## src/rtl/sound_pkg.sv

```systemverilog
// Shared constants and types for the fire sound generator blocks.
// Holds the clock rate, default button timings and the fire-trigger state encoding.
package sound_pkg;

    localparam int unsigned CLK_FREQ_HZ      = 100_000_000;
    localparam int unsigned DEF_DEBOUNCE_CYC = 1_000_000;
    localparam int unsigned DEF_COOLDOWN_CYC = 20_000_000;

    typedef enum logic [1:0] {
        FT_IDLE  = 2'd0,
        FT_ARMED = 2'd1,
        FT_COOL  = 2'd2
    } ft_state_e;

    // Counter width able to hold 0..n-1, never narrower than one bit.
    function automatic int unsigned cnt_w(input int unsigned n);
        return (n < 2) ? 1 : $clog2(n);
    endfunction

endpackage

```

## src/rtl/debounce_sync.sv

```systemverilog
// Two-flop synchroniser followed by a debouncer for one mechanical button.
// dout follows din only after the synchronised input has been stable for DEBOUNCE_CYC cycles.
module debounce_sync
    import sound_pkg::*;
#(
    parameter int unsigned DEBOUNCE_CYC = DEF_DEBOUNCE_CYC
) (
    input  logic clk,
    input  logic reset,
    input  logic din,
    output logic dout
);

    localparam int unsigned   CW   = cnt_w(DEBOUNCE_CYC);
    localparam logic [CW-1:0] TERM = CW'(DEBOUNCE_CYC - 1);

    logic          meta_q, meta_d;
    logic          sync_q, sync_d;
    logic          db_q, db_d;
    logic [CW-1:0] cnt_q, cnt_d;

    always_comb begin
        meta_d = din;
        sync_d = meta_q;
        db_d   = db_q;
        cnt_d  = '0;
        // Any cycle where sync agrees with db restarts the stability window.
        if (sync_q != db_q) begin
            if (cnt_q == TERM) begin
                db_d = sync_q;
            end else begin
                cnt_d = cnt_q + 1'b1;
            end
        end
    end

    always_ff @(posedge clk or posedge reset) begin
        if (reset) begin
            meta_q <= 1'b0;
            sync_q <= 1'b0;
            db_q   <= 1'b0;
            cnt_q  <= '0;
        end else begin
            meta_q <= meta_d;
            sync_q <= sync_d;
            db_q   <= db_d;
            cnt_q  <= cnt_d;
        end
    end

    assign dout = db_q;

endmodule

```

## src/rtl/fire_trigger.sv

```systemverilog
// Turns the raw fire button into one-cycle fire pulses with cooldown, auto-repeat
// and a cap on the number of bullets alive on screen.
module fire_trigger
    import sound_pkg::*;
#(
    parameter int unsigned DEBOUNCE_CYC = DEF_DEBOUNCE_CYC,
    parameter int unsigned COOLDOWN_CYC = DEF_COOLDOWN_CYC,
    parameter int unsigned MAX_BULLETS  = 4
) (
    input  logic       clk,
    input  logic       reset,
    input  logic       btn_fire,
    input  logic       enable,
    input  logic       bullet_free,
    output logic       fire,
    output logic [2:0] active_cnt,
    output logic       ready
);

    localparam int unsigned    CCW       = cnt_w(COOLDOWN_CYC);
    // IDLE is re-entered while the count would read COOLDOWN_CYC-1, so the next
    // shot lands exactly COOLDOWN_CYC cycles after the previous one (needs COOLDOWN_CYC >= 2).
    localparam logic [CCW-1:0] COOL_EXIT = CCW'((COOLDOWN_CYC >= 2) ? COOLDOWN_CYC - 2 : 0);
    localparam logic [2:0]     MAX3      = 3'(MAX_BULLETS);

    logic           db;
    logic           slot_free;
    ft_state_e      state_q, state_d;
    logic           fire_q, fire_d;
    logic [CCW-1:0] cool_q, cool_d;
    logic [2:0]     active_q, active_d;

    debounce_sync #(
        .DEBOUNCE_CYC(DEBOUNCE_CYC)
    ) u_debounce (
        .clk  (clk),
        .reset(reset),
        .din  (btn_fire),
        .dout (db)
    );

    assign slot_free = (active_q < MAX3);

    always_comb begin
        state_d = state_q;
        fire_d  = 1'b0;
        cool_d  = cool_q;
        unique case (state_q)
            FT_IDLE: begin
                if (db && enable) begin
                    if (slot_free) begin
                        fire_d  = 1'b1;
                        cool_d  = '0;
                        state_d = FT_COOL;
                    end else begin
                        state_d = FT_ARMED;
                    end
                end
            end
            FT_ARMED: begin
                if (!db || !enable) begin
                    state_d = FT_IDLE;
                end else if (slot_free) begin
                    fire_d  = 1'b1;
                    cool_d  = '0;
                    state_d = FT_COOL;
                end
            end
            FT_COOL: begin
                if (cool_q == COOL_EXIT) begin
                    cool_d  = '0;
                    state_d = FT_IDLE;
                end else begin
                    cool_d = cool_q + 1'b1;
                end
            end
            default: begin
                cool_d  = '0;
                state_d = FT_IDLE;
            end
        endcase
    end

    // Bullet bookkeeping follows the fire output pulse; a coincident retire cancels it.
    always_comb begin
        active_d = active_q;
        unique case ({fire_q, bullet_free})
            2'b10:   if (active_q < MAX3) active_d = active_q + 3'd1;
            2'b01:   if (active_q != 3'd0) active_d = active_q - 3'd1;
            default: active_d = active_q;
        endcase
    end

    always_ff @(posedge clk or posedge reset) begin
        if (reset) begin
            state_q  <= FT_IDLE;
            fire_q   <= 1'b0;
            cool_q   <= '0;
            active_q <= 3'd0;
        end else begin
            state_q  <= state_d;
            fire_q   <= fire_d;
            cool_q   <= cool_d;
            active_q <= active_d;
        end
    end

    assign fire       = fire_q;
    assign active_cnt = active_q;
    assign ready      = (state_q == FT_IDLE) && enable && slot_free;

endmodule
```

## config.mk

```make
export PLATFORM = sky130hd
export DESIGN_NAME = fire_trigger
export DESIGN_NICKNAME = d
export VERILOG_FILES = /design/src/rtl/sound_pkg.sv /design/src/rtl/debounce_sync.sv /design/src/rtl/fire_trigger.sv
export SDC_FILE = /design/constraint.sdc
export NUM_CORES = 1
export LEC_CHECK = 0
export CAP_MARGIN = 20
export CORE_MARGIN = 4
export CORE_UTILIZATION = 37
export DETAILED_ROUTE_END_ITERATION = 8
export HOLD_SLACK_MARGIN = 0.15
export PLACE_DENSITY = 0.64
export SYNTH_ARGS = -nofsm -noshare
export SYNTH_HDL_FRONTEND = slang
export SYNTH_SLANG_ARGS = --single-unit
export TNS_END_PERCENT = 50
```

## constraint.sdc

```tcl
create_clock -name clk -period 1.7 [get_ports clk]
set_input_delay 0.425 -clock clk [delete_from_list [all_inputs] [get_ports clk]]
set_output_delay 0.425 -clock clk [all_outputs]
set_load 0.05 [all_outputs]
```

# Yosys cells after proc, flatten, opt, wreduce, memory -nomap -nowiden
# Index checks and enable logic that the tools add are counted.
[word_totals] output_inout_bits=5 elab_cells=59 in_bits=5 reg_bits=54
[classes] order_cmp=1 n_addsub=4 mux=20 reduce_logical=13 n_eq_ne=13
[op_table] operator="2-to-1 mux 25 bit" n=4
[op_table] operator="case mux 25 bit (3 select lines)" n=1
[op_table] operator="2-to-1 mux 20 bit" n=2
[op_table] operator="adder 25 x 1 -> 25 bit, second input constant" n=1
[op_table] operator="equality test 25 bit, second input constant" n=1
[op_table] operator="adder 20 x 1 -> 20 bit, second input constant" n=1
[op_table] operator="equality test 20 bit, second input constant" n=1
[op_table] operator="2-to-1 mux 2 bit" n=5
[op_table] operator="!= test 2 bit, second input constant" n=5
[op_table] operator="2-to-1 mux 3 bit" n=2
[op_table] operator="case mux 2 bit (3 select lines)" n=1
[op_table] operator="case mux 3 bit (2 select lines)" n=1
[op_table] operator="AND reduction 3 bit" n=2
[op_table] operator="equality test 2 x 1 -> 1 bit, second input constant" n=2
[op_table] operator="equality test 2 bit, second input constant" n=2
[op_table] operator="AND reduction 2 bit" n=2
[op_table] operator="adder 3 x 1 -> 3 bit, second input constant" n=1
[op_table] operator="logical AND 1 bit" n=3
[op_table] operator="less-than comparator 3 bit, second input constant" n=1
[op_table] operator="2-to-1 mux 1 bit" n=3
[op_table] operator="!= test 3 bit, second input constant" n=1
[op_table] operator="nonzero test 3 bit" n=1
[op_table] operator="subtractor 3 x 1 -> 3 bit, second input constant" n=1
[op_table] operator="zero test 1 bit" n=2
[op_table] operator="5 further kinds" n=5

# Longest topological paths before layout
[depth] ltp_word=4 mapped_depth=9 mapped_depth_nobuf=7

# Cells and area by module
# A second synthesis with hierarchy kept.
[hier_totals] cells_unflattened=291 hier_area_um2=2875.3
[modules_own_cells] module="fire_trigger" area_each_um2=1756.7 instances=1 seq_area_each_um2=775.7 cells_per_inst=184
[modules_own_cells] module="debounce_sync" area_each_um2=1118.6 instances=1 seq_area_each_um2=575.6 cells_per_inst=107

# Least setup slack after synthesis
# OpenSTA, ideal clock, no wires.
[synth_path] path_type="register -> output" from="reg active_q[2] (netlist: active_cnt[2])" to="out ready" path_stages_with_launch=3 t_arrival_ns=1.979 slack_ns=-0.704 t_required_ns=1.275 cell_sequence="dfrtp_1 -> clkbuf_1 -> nor3b_1"
[synth_via] elab_chain_cells=2
[synth_rtl] element="start, declared" line_no="fire_trigger.sv:31" text="logic [2:0] active_q, active_d;"
[synth_rtl] element="start signal, assigned" line_no="fire_trigger.sv:104" text="active_q <= active_d;"
[synth_rtl] element="less-than comparator 3 bit" line_no="fire_trigger.sv:42" text="assign slot_free = (active_q < MAX3);"
[synth_rtl] element="logical AND 1 bit" line_no="fire_trigger.sv:110" text="assign ready = (state_q == FT_IDLE) && enable && slot_free;"
[synth_rtl] element="end, declared" line_no="fire_trigger.sv:17" text="output logic ready"
# Every way passes these cells.

# Worst setup path in the final report
[layout_path] from="reg cool_q[18]" to="reg cool_q[7]"
[layout_via] elab_chain_cells=3
[layout_rtl] element="start, declared" line_no="fire_trigger.sv:30" text="logic [CCW-1:0] cool_q, cool_d;"
[layout_rtl] element="start signal, assigned" line_no="fire_trigger.sv:103" text="cool_q <= cool_d;"
[layout_rtl] element="equality test 25 bit" line_no="fire_trigger.sv:70" text="if (cool_q == COOL_EXIT) begin"
[layout_rtl] element="2-to-1 mux 25 bit" line_no="fire_trigger.sv:70"
[layout_rtl] element="case mux 25 bit (3 select lines)" line_no="fire_trigger.sv:48" text="unique case (state_q)"
# Every way passes these cells.
# A chain may end at the register's enable or synchronous reset.

==> impl_metrics.toml <==
[cts]
clock-sinks = 54
cts_root_buf = "clkbuf_8"
cts_buffers = 5
cts_hold_buf = 0
cts_tree = "built"
cts.clk_slew.worst_paths_ns = 0.09
cts_buffer_depth = 2
clk_latency_ns = 0.31
htreeDepth = 2

[yosys]
yosys_register_bits = 54
ys_types = 43
synth_cells = 288
yosysWarnings = 0
yosysSeqAreaShare = 0.489
async_flop_share = 1.00
synth-main-ff-cell = "dfrtp_1"
syn_area_mm2 = 0.00276
synth-edff-count = 0
synth_nets = 297
avgSynthCellArea_um2 = 9.60

[placed_design]
placed_cells = 427
gp_congestion = 0.850
placed_area_mm2 = 0.00334
post-place-ws_ns = -0.388
dp_hpwl_um = 4170
portBuffers = 9

[critical_path]
slowest_stage = "or4_4"
slowest_delay_ns = 0.55
crit_path_max_fanout = 7
path_class = "reg -> reg"
cp-start-kind = "flip-flop"
critPathBufInv = 1
crit_chain = "or4_4, nor4_4, a311o_2, buf_4, o21ai_0, a21o_1"
cpLargestDelayFamily = "simple AND/OR/NAND/NOR gates"
cp.required_ns = 1.90
end_kind = "flip-flop"
crit_arrival_ns = 2.07

[global_route]
gr-usage-met1 = 0.184
grt_overflow = 0
first_global_vias = 2315
grt_max_degree = 21
grt_pass1_wl_um = 10300
track_usage = 0.144
met2_usage = 0.246
grt-busiest-layer = "met2"
gr-usage-met3 = 0.0295
antenna_found_initial = 0

[power_and_ir_drop]
p_per_area_mw_per_mm2 = 750
power.switching_uw = 753
intPower_uw = 1940
peakVddDrop_mv = 0.450
p_comb_frac = 0.181
p_seq_frac = 0.528
p_leak_uw = 0.00152
clkPwrFrac = 0.291
finalPower_uw = 2690
swShare = 0.279

[floorplan]
die-height_um = 94.4
rows = 31
die_x_um = 94.4
top_level_ports = 10
core_mm2 = 0.00725
start_util = 0.381
die-area_mm2 = 0.00892

[detailed_routing]
drt_wl_total_um = 5880
wl_per_cell_um = 13.4
viasPerCell = 5.06
postRouteAntennaNets = 0
drtIter0Drc = 143
first_pass_iters = 4
num_vias = 2225
drcViolationCount = 0

[timing]
rsz0062_at_grt = "yes"
fmax_mhz = 534
worstMarginPinSlew_ns = 0.375
finalMaxSlewViolations = 0
layout_setup_ws_ns = -0.171
fin_crit_sh = 1.10
period_minus_slack_ns = 1.87
whs_ns = 0.367
setup_viol = 26
fin_skew_ns = 0.00695
timing.slew.headroom = 0.749
hold_viol = 0

[finish]
final_cell_area_mm2 = 0.00359
layout.cells.most_common = "dfrtp_1"
drive_gt1_frac = 0.267
mostFrequentLayoutCells = "dfrtp_1 (49), nor2_1 (45), buf_4 (36)"
syn2layout_area_growth_pct = 30.0
n_antenna_cell = 0
finalNonFillerCells = 440
final_net_count = 349

[hold_path]
hold_class = "reg -> reg"

[run_status]
outcome = "finished with violations"
violations = "negative setup slack"

[run]
maxCapViolations = 0
==> cell type report <==
class | count | area [µm²]
clock buffers | 7 | 96.3
clock inverters | 1 | 8.76
fillers | 674 | 3660
inverters | 10 | 41.3
multi-input cells | 219 | 1470
flip-flops and latches | 54 | 1360
well taps | 99 | 124
repair buffers | 50 | 490
==> state kept, by name (all words and copies together) (netlist names) <==
register,cells
cool_q,25
u_debounce.dout,1
state_q,2
u_debounce.cnt_q,20
active_cnt,3
u_debounce.meta_q,1
u_debounce.sync_q,1
fire,1
==> cells by family after synthesis <==
family,synth area share
buf+inv,0.0317
simple gates,0.281
xor+xnor,0.114
flops,0.489
compound gates,0.0552
fa+ha+maj,0.0208
mux,0.00815
==> power by group through the flow <==
stage                     Combinational [µW]  Clock, µW  Sequential, µW
final                                    489        784            1420
after global routing                     541        875            1430
after CTS                                492        816            1420
after detailed placement                 547          0            1400
after global placement                   541          0            1400
after floorplan                          217          0            1510
==> metal layers <==
metal	wire length (µm)	up-vias	part of all wire
met5	0	-	0
met2	2940	32	0.50
met1	2670	1085	0.45
met4	76	0	0.013
met3	196	7	0.033
li1	-	1101	-
==> synthesized netlist by cell type, drive strengths merged, types with 4 or more instances <==
cell type,instances,area [µm²]
nor4,9,62.6
nor2b,4,25.0
dfrtp,54,1350
nand2,23,86.3
nor3,9,45.0
and4,4,35.0
inv,10,37.5
xor2,18,158
nand3,19,95.1
buf,4,38.8
and3,6,37.5
nand4,14,87.6
xnor2,18,158
o21ai,9,45.0
nor2,48,180
==> timing repair <==
item	CTS	global route
buffers inserted	3	2
resized for setup	14	16
endpoints found under the setup margin	28	48
pin swaps	4	5
cloned	2	0
==> through the flow <==
| stage | utilization | setup TNS [ns] |
|---|---|---|
| 2_1_floorplan | - | -1.25 |
| 3_3_place_gp | 0.460 | -4.77 |
| 3_5_place_dp | 0.460 | -6.11 |
| 4_1_cts | 0.483 | -2.99 |
| 5_1_grt | 0.495 | -5.87 |
| 6_report | 0.495 | -2.89 |
==> path summary, 6_finish.rpt <==
check / slack (ns) / to / depth (start not counted) / from
max reg2reg: -0.17 / cool_q[7]$_DFFE_PP0P_ / 6 / cool_q[18]$_DFFE_PP0P_
max: -0.17 / cool_q[7]$_DFFE_PP0P_ / 6 / cool_q[18]$_DFFE_PP0P_
min: 0.37 / u_debounce.sync_q$_DFF_PP0_ / 0 / u_debounce.meta_q$_DFF_PP0_
max in group asynchronous: 0.80 / cool_q[10]$_DFFE_PP0P_ / 3 / reset
min reg2reg: 0.37 / u_debounce.sync_q$_DFF_PP0_ / 0 / u_debounce.meta_q$_DFF_PP0_
min in group asynchronous: 0.43 / u_debounce.sync_q$_DFF_PP0_ / 2 / reset
No activity file was read; power rests on OpenSTA's default activity.
